**src/rtl/mux_arb8.sv**
```systemverilog
// mux_arb8: registered N-channel mux with valid/ready handshakes, manual or round-robin channel selection.
module mux_arb8 #(
  parameter int WIDTH = 8,
  parameter int NCH = 4,
  localparam int SELW = (NCH > 1) ? $clog2(NCH) : 1
) (
  input  logic                   CLK,
  input  logic                   RST,
  input  logic                   MODE,
  input  logic [SELW-1:0]        SEL,
  input  logic [NCH*WIDTH-1:0]   IN_DATA,
  input  logic [NCH-1:0]         IN_VALID,
  output logic [NCH-1:0]         IN_READY,
  output logic [WIDTH-1:0]       MUX_OUT,
  output logic                   OUT_VALID,
  input  logic                   OUT_READY,
  output logic [SELW-1:0]        OUT_CH
);
  logic [SELW-1:0]  ptr, rr_g, g;
  logic             rr_found, man_ok, grant, xfer;
  logic [WIDTH-1:0] data_sel;
  always_comb begin
    rr_found = 1'b0;
    rr_g = '0;
    man_ok = 1'b0;
    for (int k = 0; k < NCH; k++) begin
      if (!rr_found && IN_VALID[k] && k >= int'(ptr)) begin
        rr_found = 1'b1;
        rr_g = SELW'(k);
      end
      if (int'(SEL) == k && IN_VALID[k]) man_ok = 1'b1;
    end
    // wrap-around half of the scan: channels below the pointer
    for (int k = 0; k < NCH; k++) begin
      if (!rr_found && IN_VALID[k] && k < int'(ptr)) begin
        rr_found = 1'b1;
        rr_g = SELW'(k);
      end
    end
  end
  assign g     = MODE ? rr_g : SEL;
  assign grant = MODE ? rr_found : man_ok;
  assign xfer  = !RST && grant && (!OUT_VALID || OUT_READY);
  always_comb begin
    data_sel = '0;
    IN_READY = '0;
    for (int k = 0; k < NCH; k++) begin
      if (int'(g) == k) data_sel = IN_DATA[k*WIDTH +: WIDTH];
      IN_READY[k] = xfer && int'(g) == k;
    end
  end
  always_ff @(posedge CLK) begin
    if (RST) begin
      MUX_OUT <= '0;
      OUT_CH <= '0;
      OUT_VALID <= 1'b0;
      ptr <= '0;
    end else if (xfer) begin
      MUX_OUT <= data_sel;
      OUT_CH <= g;
      OUT_VALID <= 1'b1;
      if (MODE) ptr <= (int'(g) == NCH - 1) ? '0 : g + SELW'(1);
    end else if (OUT_READY) begin
      OUT_VALID <= 1'b0;
    end
  end
endmodule
```
**config.mk**
```make
export PLATFORM = sky130hd
export DESIGN_NAME = mux_arb8
export DESIGN_NICKNAME = d
export VERILOG_FILES = /design/src/rtl/mux_arb8.sv
export SDC_FILE = /design/constraint.sdc
export NUM_CORES = 1
export LEC_CHECK = 0
export CORE_MARGIN = 10
export CORE_UTILIZATION = 35
export CTS_CLUSTER_DIAMETER = 100
export CTS_CLUSTER_SIZE = 25
export DETAILED_ROUTE_END_ITERATION = 8
export HOLD_SLACK_MARGIN = 0.05
export PLACE_DENSITY = 0.84
export SETUP_SLACK_MARGIN = 0.3
export SKIP_LAST_GASP = 1
export SLEW_MARGIN = 10
export SYNTH_ARGS = -nofsm -noshare
export SYNTH_HDL_FRONTEND = slang
export SYNTH_SLANG_ARGS = --single-unit
export TNS_END_PERCENT = 30
```
**constraint.sdc**
```tcl
create_clock -name CLK -period 4.2 [get_ports CLK]
set_input_delay 0.42 -clock CLK [delete_from_list [all_inputs] [get_ports CLK]]
set_output_delay 0.42 -clock CLK [all_outputs]
set_load 0.02 [all_outputs]
```
== Word-level counts from Yosys, hierarchy flattened ==
Index checks and enable logic that the tools add are counted.

* Register bits after elaboration: 13
* Input bits: 42
* Output and inout bits: 15
* Word-level logic and storage cells: 78

* $add $sub $neg: 1
* Order comparisons: 6
* Eq/ne operators: 6
* Mux-type cells: 26
* Reductions and logical operators: 35

{| class="wikitable"
|+ Operators with widths
! operator !! number
|-
| $mux 8 || 4
|-
| $logic_and 1x1->1 || 22
|-
| $mux 1 || 15
|-
| $mux 2 || 7
|-
| $eq 2x2->1 const B || 4
|-
| $logic_not 1->1 || 8
|-
| $eq 2x1->1 const B || 2
|-
| $ge 1x2->1 const A || 2
|-
| $logic_not 2->1 || 2
|-
| $lt 1x2->1 const A || 2
|-
| $add 2x1->2 const B || 1
|-
| $ge 2x2->1 const A || 1
|-
| $lt 2x2->1 const A || 1
|-
| $reduce_and 2->1 || 1
|-
| $reduce_bool 2->1 || 1
|-
| $logic_or 1x1->1 || 1
|}

== Longest topological paths before layout ==
* Word-level depth: 32
* Mapped depth: 12
* Gate-level depth less buffers: 9

== Worst setup path after synthesis ==
OpenSTA, ideal clock, no wires.

* Path kind: register to output
* Start point: reg ptr[1]
* End point: out IN_READY[3]
* Arrival time: 2.067 ns
* Data required time: 3.780 ns
* Setup slack: 1.713 ns
* Cell stages (with the launch flop): 10
* Buffers on the path: 3
* Cells stage by stage: dfxtp_1 buf_2 mux2i_1 nor2_1 o32a_1 inv_1 ha_1 clkbuf_1 clkbuf_1 and3_1

* Elaborated cells between the ends (all ways): 43
* Those cells by class: 6 x order compare; 1 x eq/ne; 15 x mux; 21 x reduce/logical

{| class="wikitable"
|+ RTL lines
! element !! line !! text
|-
| from (decl) || 19 || <nowiki>logic [SELW-1:0] ptr, rr_g, g;</nowiki>
|-
| from (signal assigned) || 62 || <nowiki>if (MODE) ptr <= (int'(g) == NCH - 1) ? '0 : g + SELW'(1);</nowiki>
|-
| $ge 1x2->1 || 27 || <nowiki>if (!rr_found && IN_VALID[k] && k >= int'(ptr)) begin</nowiki>
|-
| $logic_and 1x1->1 || 27 ||
|-
| $mux 1 || 27 ||
|-
| $logic_not 1->1 || 27 ||
|-
| $logic_and 1x1->1 (2 in series) || 27 ||
|-
| $mux 1 || 27 ||
|-
| $logic_not 1->1 || 27 ||
|-
| $logic_and 1x1->1 (2 in series) || 27 ||
|-
| [11 not listed] || - ||
|-
| $mux 1 || 35 || <nowiki>if (!rr_found && IN_VALID[k] && k < int'(ptr)) begin</nowiki>
|-
| $logic_not 1->1 || 35 ||
|-
| $logic_and 1x1->1 (2 in series) || 35 ||
|-
| $mux 2 (*) || 35 ||
|-
| $mux 2 (*) || 41 || <nowiki>assign g = MODE ? rr_g : SEL;</nowiki>
|-
| via g[0] || 19 ||
|-
| $eq 2x1->1 (*) || 49 || <nowiki>IN_READY[k] = xfer && int'(g) == k;</nowiki>
|-
| $logic_and 1x1->1 (*) || 49 ||
|-
| to (decl) || 13 || <nowiki>output logic [NCH-1:0] IN_READY,</nowiki>
|}

The timed path passes the listed nets; every way through them passes the cells marked *.

== Final worst setup path ==
* Start point: in IN_VALID[0]
* End point: out IN_READY[1]

* Elaborated cells between the ends (all ways): 42
* Those cells by class: 1 x eq/ne; 19 x mux; 22 x reduce/logical

{| class="wikitable"
|+ RTL lines
! element !! line !! text
|-
| from (decl) || 12 || <nowiki>input logic [NCH-1:0] IN_VALID,</nowiki>
|-
| $logic_and 1x1->1 || 27 ||
|-
| $mux 1 || 27 ||
|-
| $logic_not 1->1 || 27 ||
|-
| $logic_and 1x1->1 (2 in series) || 27 ||
|-
| $mux 1 || 27 ||
|-
| $logic_not 1->1 || 27 ||
|-
| $logic_and 1x1->1 (2 in series) || 27 ||
|-
| $mux 1 || 27 ||
|-
| [10 not listed] || - ||
|-
| $mux 1 || 35 ||
|-
| $logic_not 1->1 || 35 ||
|-
| $logic_and 1x1->1 (2 in series) || 35 ||
|-
| $mux 2 (*) || 35 ||
|-
| $mux 2 (*) || 41 ||
|-
| via g[0] || 19 ||
|-
| $eq 2x2->1 (*) || 49 ||
|-
| $logic_and 1x1->1 (*) || 49 ||
|}

Marks and branches as above.

==> metrics <==
vias in the first global route=1257; drt wl/cell=15.90 um; CTS Hold Bufs=0; post-synth top area cell=dfxtp_1; Least-Margin Pin Slew=0.6103 ns; pins over their slew limit=0; Clk network pwr share=18.3%; number of I/O pins=57; CP top delay family=buffers and inverters; die area=5687 sq um; combinational share of power=47.8%; Post-synth EDFFs=0; via/cell ratio=5.329; Max VDD drop=0.0001276 V; Final Hold Fails=0; antenna violations before repair=0; Setup WS pre-CTS=0.7896 ns; Detail Placement HPWL=2830 um; worst r2r src=ptr[1]; Sink Count=13; area occupied by registers=260.3 sq um; synthesized instance count=144; buffers plus inverters on the worst setup path=3; post-CTS resize count=0; Tot GR Track Use=13.07%; vias post-DR=1215; CP startpoint kind=primary input; TritonRoute pass-1 iters=4; FILL cells=288; slowest CP cell=clkdlybuf4s50_1; crit path max fanout=17; detailed router's first-iteration violation count=64; Worst-Skew Late Latency=0.28 ns; clock root buffer=clkbuf_4; post-synth net total=190; worst r2r dst=MUX_OUT[3]; Tot Pwr=429.6 uW; Post-Syn Area=1075 sq um; Core Rows=20; Most common cell on crit path=clkdlybuf4s50_1; HP Class=flip-flop to flip-flop; WHS Path Cells=2; CP max stage delay=0.61 ns; area of the multi-input gates=698.2 sq um; Layout Skew=0.001945 ns; count of input and output buffers=56; hold path start=OUT_CH[1]; most frequent cells after synthesis=31 x a21oi_1, 14 x inv_1, 13 x dfxtp_1; Leakage=0.0006621 uW; Layout area overhead=55.30%; GP Congestion=0.8963; Net Sw Power=154.7 uW; layout cells sized above 1=9.231%; post-route ant nets=0; synth warn=0; CTS tree=yes; Fmax=293.4 MHz; sink of the worst hold path=OUT_CH[1]; most frequent cell after synthesis=a21oi_1; CTS Buffer Depth=2; DRC errors left=0; ys async rst share=0%; diode count=0; Crit path required time=3.78 ns; RSZ-0062 raised after global routing=no; register area share after synthesis=24.21%; Switching Share=36.01%; H-tree lvl count=1; Avg Cell Area, Syn=7.464 sq um; R2R depth=8; power density cells=257.4 nW/um^2; path type of the worst setup path=primary input to output pin; Worst EP arrival=2.99 ns; crit end category=output pin; Min Hold Slack=0.4994 ns; core area=3003 sq um; final WL=3626 um; Yosys cell types=33; status=complete, no violations; GRT Residual Overflow=0; Clk pin slew, worst setup/hold paths=0.08 ns; Final Net Count=242; share of the synthesized area in the top cell type=24.21%; Pint=274.9 uW; total negative slack=0 ns; worst slew margin relative to its limit=59.31%; Final setup viols=0; slack of the critical path=0.7919 ns; Initial Util=35.79%; max_cap viols=0; Die Y-Extent=75.42 um; global-route wire length before repair=5823 um; Die X=75.42 um; clock buffer count from CTS=3; register bit total from synthesis=13; Most used DFF post-synth=dfxtp_1; Worst R2R Setup Slack=1.80 ns; fin crit share=81.15%; worst path cell trace=clkdlybuf4s50_1 -> mux2i_1 -> nor2_1 -> o32a_1 -> inv_1 -> ha_1 -> and3_1 -> clkdlybuf4s50_1; sequential power share=33.8%; Area contributors post-synth=dfxtp_1 24%, a21oi_1 14%, a211oi_2 7.0%; final worst path period need=3.408 ns; pin count of the biggest net entering global routing=18; setup bufs post-CTS=0
## worst max path at each step
stage	from	endpoint	slack [ns]	depth (start not counted)
floorplan	ptr[1]	IN_READY[3]	1.71	9
global placement	MODE	IN_READY[1]	0.85	7
detailed placement	MODE	IN_READY[1]	0.79	7
CTS	MODE	IN_READY[1]	0.77	7
global route	MODE	IN_READY[1]	0.58	7
finish	IN_VALID[0]	IN_READY[1]	0.79	8
## per-stage QoR
stage | utilization [%] | instance area [sq um] | std cells
detailed placement | 54.71 | 1643 | 224
CTS | 55.58 | 1669 | 228
floorplan | - | 1075 | 144
finish | 55.58 | 1669 | 228
global placement | 54.71 | 1643 | 224
global route | 55.58 | 1669 | 228
## power by group through the flow
stage	clock (uW)	combinational [uW]	sequential, uW
floorplan	0	104	158
global placement	0	203	147
detailed placement	0	205	148
CTS	83.1	207	145
global route	88.5	226	147
finish	78.8	206	145
## layout make-up
class | instances | area share [%]
flip-flops and latches | 13 | 15.59
multi-input cells | 104 | 41.83
inverters | 14 | 3.148
repair buffers | 60 | 35.38
clock buffers | 4 | 1.574
well taps | 33 | 2.474
## state kept, by name (all words and copies together) (netlist names)
| signal | flops |
|---|---|
| ptr | 2 |
| MUX_OUT | 8 |
| OUT_CH | 2 |
| OUT_VALID | 1 |
## logic make-up (layout without fill, tap and decap cells)
group                      count (synthesis)  count (layout)  share of synthesized area, %
AOI/OAI and AO/OA                         65              65                         42.38
adders and majority gates                  4               4                         4.657
buffers and inverters                     27              78                         10.83
DFF                                       13              13                         24.21
muxes                                      3               3                         2.794
and+or+nand+nor                           32              32                         15.13
## layer usage
metal  track usage (%)  wire (um)  vias to the layer above
li1                  -          -                      622
met1             14.06       1526                      540
met2             21.25       1604                       49
met3             7.682        470                        4
met4             3.711         25                        0
met5                 0          0                        -
## cell usage in the layout, fill, tap and decap left out, types with 4 or more instances in the layout
cell type	instances
inv_1	14
nand2_1	10
nor2_1	5
buf_4	4
o21ai_0	8
a21oi_1	31
and3_1	4
a211oi_2	6
a22oi_1	9
ha_1	4
dfxtp_1	13
clkdlybuf4s50_1	56
## worst min-delay path, cell delays in order (launching register included)
cell and delay (ns):
dfxtp_1 0.32, inv_1 0.05, o32ai_1 0.08
(Power assumes the default switching activity.)
